**src/rtl/wb_stage.sv**
```systemverilog
// wb_stage: writeback pipeline register between the memory stage and the
// register file. It captures the memory-stage result, extends load data by
// type and byte offset, qualifies the register file write, counts retired
// instructions and drives the debug writeback trace.
//
// Ports:
//   clk, rst (async active-low)     clock and reset
//   stall, flush                    hold registers / insert a bubble
//   m_valid, m_reg_write,           memory-stage instruction qualifiers
//   m_mem_to_reg, m_load_type
//   m_addr, m_rdata, m_wa, m_pc     memory-stage payload
//   we3, wa3, wd3                   register file write port
//   wb_misalign                     captured load was misaligned
//   instret                         retired-instruction counter
//   debug_wb_*                      writeback trace
module wb_stage #(
  parameter logic [31:0] PC_RESET = 32'hBFC0_0000
) (
  input  logic        clk,
  input  logic        rst,
  input  logic        stall,
  input  logic        flush,
  input  logic        m_valid,
  input  logic        m_reg_write,
  input  logic        m_mem_to_reg,
  input  logic [2:0]  m_load_type,
  input  logic [31:0] m_addr,
  input  logic [31:0] m_rdata,
  input  logic [4:0]  m_wa,
  input  logic [31:0] m_pc,
  output logic        we3,
  output logic [4:0]  wa3,
  output logic [31:0] wd3,
  output logic        wb_misalign,
  output logic [31:0] instret,
  output logic [31:0] debug_wb_pc,
  output logic [3:0]  debug_wb_rf_wen,
  output logic [4:0]  debug_wb_rf_wnum,
  output logic [31:0] debug_wb_rf_wdata
);

  typedef enum logic [2:0] {
    LD_LW  = 3'b000,
    LD_LB  = 3'b001,
    LD_LBU = 3'b010,
    LD_LH  = 3'b011,
    LD_LHU = 3'b100
  } load_e;

  logic        we_q, we_d;
  logic [4:0]  wa_q;
  logic [31:0] wd_q, wd_d;
  logic        mis_q, mis_d;
  logic [31:0] instret_q;
  logic [31:0] pc_q;

  logic [7:0]  byte_v;
  logic [15:0] half_v;

  always_comb begin
    byte_v = m_rdata[7:0];
    case (m_addr[1:0])
      2'd0:    byte_v = m_rdata[7:0];
      2'd1:    byte_v = m_rdata[15:8];
      2'd2:    byte_v = m_rdata[23:16];
      default: byte_v = m_rdata[31:24];
    endcase
    half_v = m_addr[1] ? m_rdata[31:16] : m_rdata[15:0];
  end

  // Reserved load types fall into the default arm and behave as LW,
  // including the word alignment check.
  always_comb begin
    wd_d  = m_addr;
    mis_d = 1'b0;
    if (m_mem_to_reg) begin
      case (load_e'(m_load_type))
        LD_LB:  wd_d = {{24{byte_v[7]}}, byte_v};
        LD_LBU: wd_d = {24'd0, byte_v};
        LD_LH: begin
          wd_d  = {{16{half_v[15]}}, half_v};
          mis_d = m_addr[0];
        end
        LD_LHU: begin
          wd_d  = {16'd0, half_v};
          mis_d = m_addr[0];
        end
        default: begin
          wd_d  = m_rdata;
          mis_d = (m_addr[1:0] != 2'd0);
        end
      endcase
    end
    we_d = m_valid & m_reg_write & (m_wa != 5'd0) & ~mis_d;
  end

  // Flush only clears the write qualifiers; address, data and PC keep their
  // previous values so a bubble never disturbs the trace payload.
  always_ff @(posedge clk or negedge rst) begin
    if (!rst) begin
      we_q      <= 1'b0;
      wa_q      <= '0;
      wd_q      <= '0;
      mis_q     <= 1'b0;
      instret_q <= '0;
      pc_q      <= PC_RESET;
    end else if (flush) begin
      we_q  <= 1'b0;
      mis_q <= 1'b0;
    end else if (!stall) begin
      we_q      <= we_d;
      wa_q      <= m_wa;
      wd_q      <= wd_d;
      mis_q     <= mis_d;
      pc_q      <= m_pc;
      instret_q <= instret_q + {31'd0, m_valid};
    end
  end

  assign we3               = we_q;
  assign wa3               = wa_q;
  assign wd3               = wd_q;
  assign wb_misalign       = mis_q;
  assign instret           = instret_q;
  assign debug_wb_pc       = pc_q;
  assign debug_wb_rf_wen   = {4{we_q}};
  assign debug_wb_rf_wnum  = wa_q;
  assign debug_wb_rf_wdata = wd_q;

endmodule

```
**config.mk**
```make
export PLATFORM = sky130hd
export DESIGN_NAME = wb_stage
export DESIGN_NICKNAME = d
export VERILOG_FILES = /design/src/rtl/wb_stage.sv
export SDC_FILE = /design/constraint.sdc
export NUM_CORES = 1
export LEC_CHECK = 0
export BUFFER_PORTS_ARGS = -buffer_cell sky130_fd_sc_hd__buf_2
export CAP_MARGIN = 0
export CORE_MARGIN = 3
export CORE_UTILIZATION = 35
export CTS_BUF_LIST = sky130_fd_sc_hd__clkbuf_16
export CTS_CLUSTER_DIAMETER = 30
export DETAILED_ROUTE_END_ITERATION = 10
export SETUP_SLACK_MARGIN = 0.4
export SLEW_MARGIN = 20
export SYNTH_ARGS = -nofsm -noshare
export SYNTH_HDL_FRONTEND = slang
export SYNTH_SLANG_ARGS = --single-unit
```
**constraint.sdc**
```tcl
create_clock -name clk -period 4.8 [get_ports clk]
set_input_delay 0.48 -clock clk [delete_from_list [all_inputs] [get_ports clk]]
set_output_delay 0.48 -clock clk [all_outputs]
set_load 0.02 [all_outputs]
```
==> reports/results.ini <==
[sta]
clock_skew_ns=0.00534
timing.final.crit_share=0.465
fmax_mhz=448
post-route-min-period_ns=2.23
worstMarginPinSlew_ns=0.878
drv_slew=0
tns_ns=0
rsz0062_at_grt=no
setup_ws_ns=2.57
setup_viol=0
slew_headroom=0.415
hold_viol=0

[logic_synthesis]
synthesis.instances=610
ys_ff_latch=103
synth_ff_type=dfrtp_1
syn_nets=723
mappedNetlistArea_um2=5520
yosysSeqAreaShare=0.469
synth_edf_count=0
ys.warnings.count=0
ys_types=49
avgSynthCellArea_um2=9.04
synth_async_sr_flop_share=1.00

[run]
maxCapViolations=0

[clock_network]
cts_resized=0
htreeDepth=3
root_buffer=clkbuf_16
cts_max_path_buffers=2
cts_sinks=103
clk_pin_slew_ns=0.07
numCtsBuffers=9
hold_buffers=0
cts_setup_buffers=0
cts_tree=built
insertion_delay_ns=0.34

[outcome]
status=completed

[worst_setup_path]
cp_max_fo=42
arrival_ns=2.49
setup.worst_path.class=in2reg
crit_required_ns=5.06
worstReg2RegEnd=instret[28]
cp-startpoint=m_mem_to_reg
rr_worst_depth=7
setup.worst_path.end=debug_wb_rf_wdata[2]
cp-start-kind=input pin
crit_path_end_kind=flip-flop
r2r_slack_ns=2.95
regToRegStartpoint=instret[0]

[placed_design]
gp_congestion=0.906
hpwl_mm=12.5
io_buffers=254
place_ws_ns=2.11

[floorplanning]
die_h_um=132
core_area_um2=15300
num_io_pins=255
die_w_um=132
start_util=0.360
die_area_um2=17300
rows=45

[detailed_routing]
vias_per_cell=4.94
drtAntennaViolNets=0
dr.first_iter.drc_count=323
drtPass1Iterations=5
vias=5034
wl_per_cell_um=16.7
drcViolationCount=0
wl_mm=17.1

[power_and_ir_drop]
p_leak_nw=3.54
powerDensity_nw_per_um2=352
ir_drop_mv=0.256
power.total_mw=2.45

[grt]
grt_pass1_wl_mm=26.8
grt_pass1_vias=4816
grt_max_degree=62
grtUsageTotal=0.193
globalRouteOverflowTotal=0
antenna_found_initial=0

[cells_and_area]
area_growth_pct=26.3
drive_gt1_frac=0.377
antenna_cells=0
nNetsFinal=917

[min_path]
hold_path.class=in2async

==> state kept, by name (all words and copies together) (netlist names) <==
register,flops
debug_wb_pc,32
debug_wb_rf_wdata,32
debug_wb_rf_wnum,5
instret,32
wb_misalign,1
we3,1
==> how the worst min path moves through the flow <==
stage                                from                    end  slack (ns)  cells after the start
after global placement    debug_wb_pc[25]        debug_wb_pc[25]        0.44                      2
after floorplan                       rst         debug_wb_pc[0]        0.18                      0
final                                 rst   debug_wb_rf_wdata[7]        0.21                      1
after CTS                             rst  debug_wb_rf_wdata[25]        0.24                      1
after global routing                  rst   debug_wb_rf_wdata[7]        0.28                      1
after detailed placement  debug_wb_pc[23]        debug_wb_pc[23]        0.45                      2
==> metal layers <==
layer	up-vias	wire (µm)	global-route usage
met2	212	7640	0.288
met4	0	431	0.0758
met5	-	0	0
li1	2433	-	-
met1	2362	7770	0.279
met3	27	1220	0.0333
==> placed cells by master (no fill, tap or decap), types with 6 or more instances in the layout <==
master     instances
o21ai_0           36
a21oi_1           22
or3_1             17
nand3_1            9
nor2_1            28
a32oi_1            8
dfstp_2            9
nand3b_1           8
xnor2_1           18
o22ai_1            6
dfrtp_1           94
nor3_1             8
xor2_1            13
a2bb2oi_1          6
nand2_1          170
mux4_2             7
o211ai_1           7
a221oi_1           9
inv_1              8
buf_2            253
clkbuf_16          9
mux2_2             7
==> kinds of logic after synthesis <==
logic type,count (synthesis),synth area share
simple gates,270,0.224
compound gates,105,0.121
flops,103,0.469
buf+inv,83,0.0862
xor+xnor,32,0.0508
mux,15,0.0447
fa+ha+maj,2,0.00454
==> per-stage QoR <==
| stage | cells | util | cell area (µm²) | hold WS [ns] |
|---|---|---|---|---|
| floorplan | 610 | - | 5520 | 0.184 |
| CTS | 1020 | 0.454 | 6950 | 0.244 |
| global route | 1020 | 0.455 | 6970 | 0.275 |
| finish | 1020 | 0.455 | 6970 | 0.215 |
| detailed placement | 1004 | 0.434 | 6650 | 0.447 |
| global placement | 1004 | 0.434 | 6650 | 0.444 |
==> Yosys cell counts (6+ instances only) <==
cell type,instances,area [µm²]
a21oi_1,23,115
a221oi_1,9,78.8
a2bb2oi_1,6,52.6
a32oi_1,8,70.1
buf_2,8,40.0
buf_4,41,308
clkbuf_1,25,93.8
dfrtp_1,94,2350
dfstp_2,9,236
inv_1,8,30.0
mux2_2,7,78.8
mux4_2,7,158
nand2_1,170,638
nand3_1,9,45.0
nand3b_1,8,60.1
nor2_1,29,109
nor3_1,8,40.0
o211ai_1,7,52.6
o21ai_0,36,180
o22ai_1,6,37.5
or3_1,17,106
xnor2_1,19,166
xor2_1,13,114
==> layout make-up <==
cell class / instances / area (µm²)
flip-flops and latches: 103 / 2590
repair buffers: 257 / 1300
multi-input cells: 424 / 2480
clock buffers: 9 / 225
fillers: 1555 / 8350
well taps: 211 / 264
clock inverters: 7 / 78.8
inverters: 9 / 33.8
==> worst max-delay path, cell delays in order <==
cell and delay [ns]:
buf_2 0.53, clkinv_1 0.48, nor3_1 0.65, a221oi_1 0.16
o22ai_1 0.17
==> power breakdown <==
| part | internal (mW) | switching (mW) | total [mW] | leakage [nW] |
|---|---|---|---|---|
| registers | 0.971 | 0.0750 | 1.05 | 1.27 |
| clock network | 0.412 | 0.353 | 0.765 | 0.146 |
| logic | 0.219 | 0.423 | 0.642 | 2.12 |
| total | 1.60 | 0.851 | 2.45 | 3.54 |
Power figures use the tool's default switching activity.
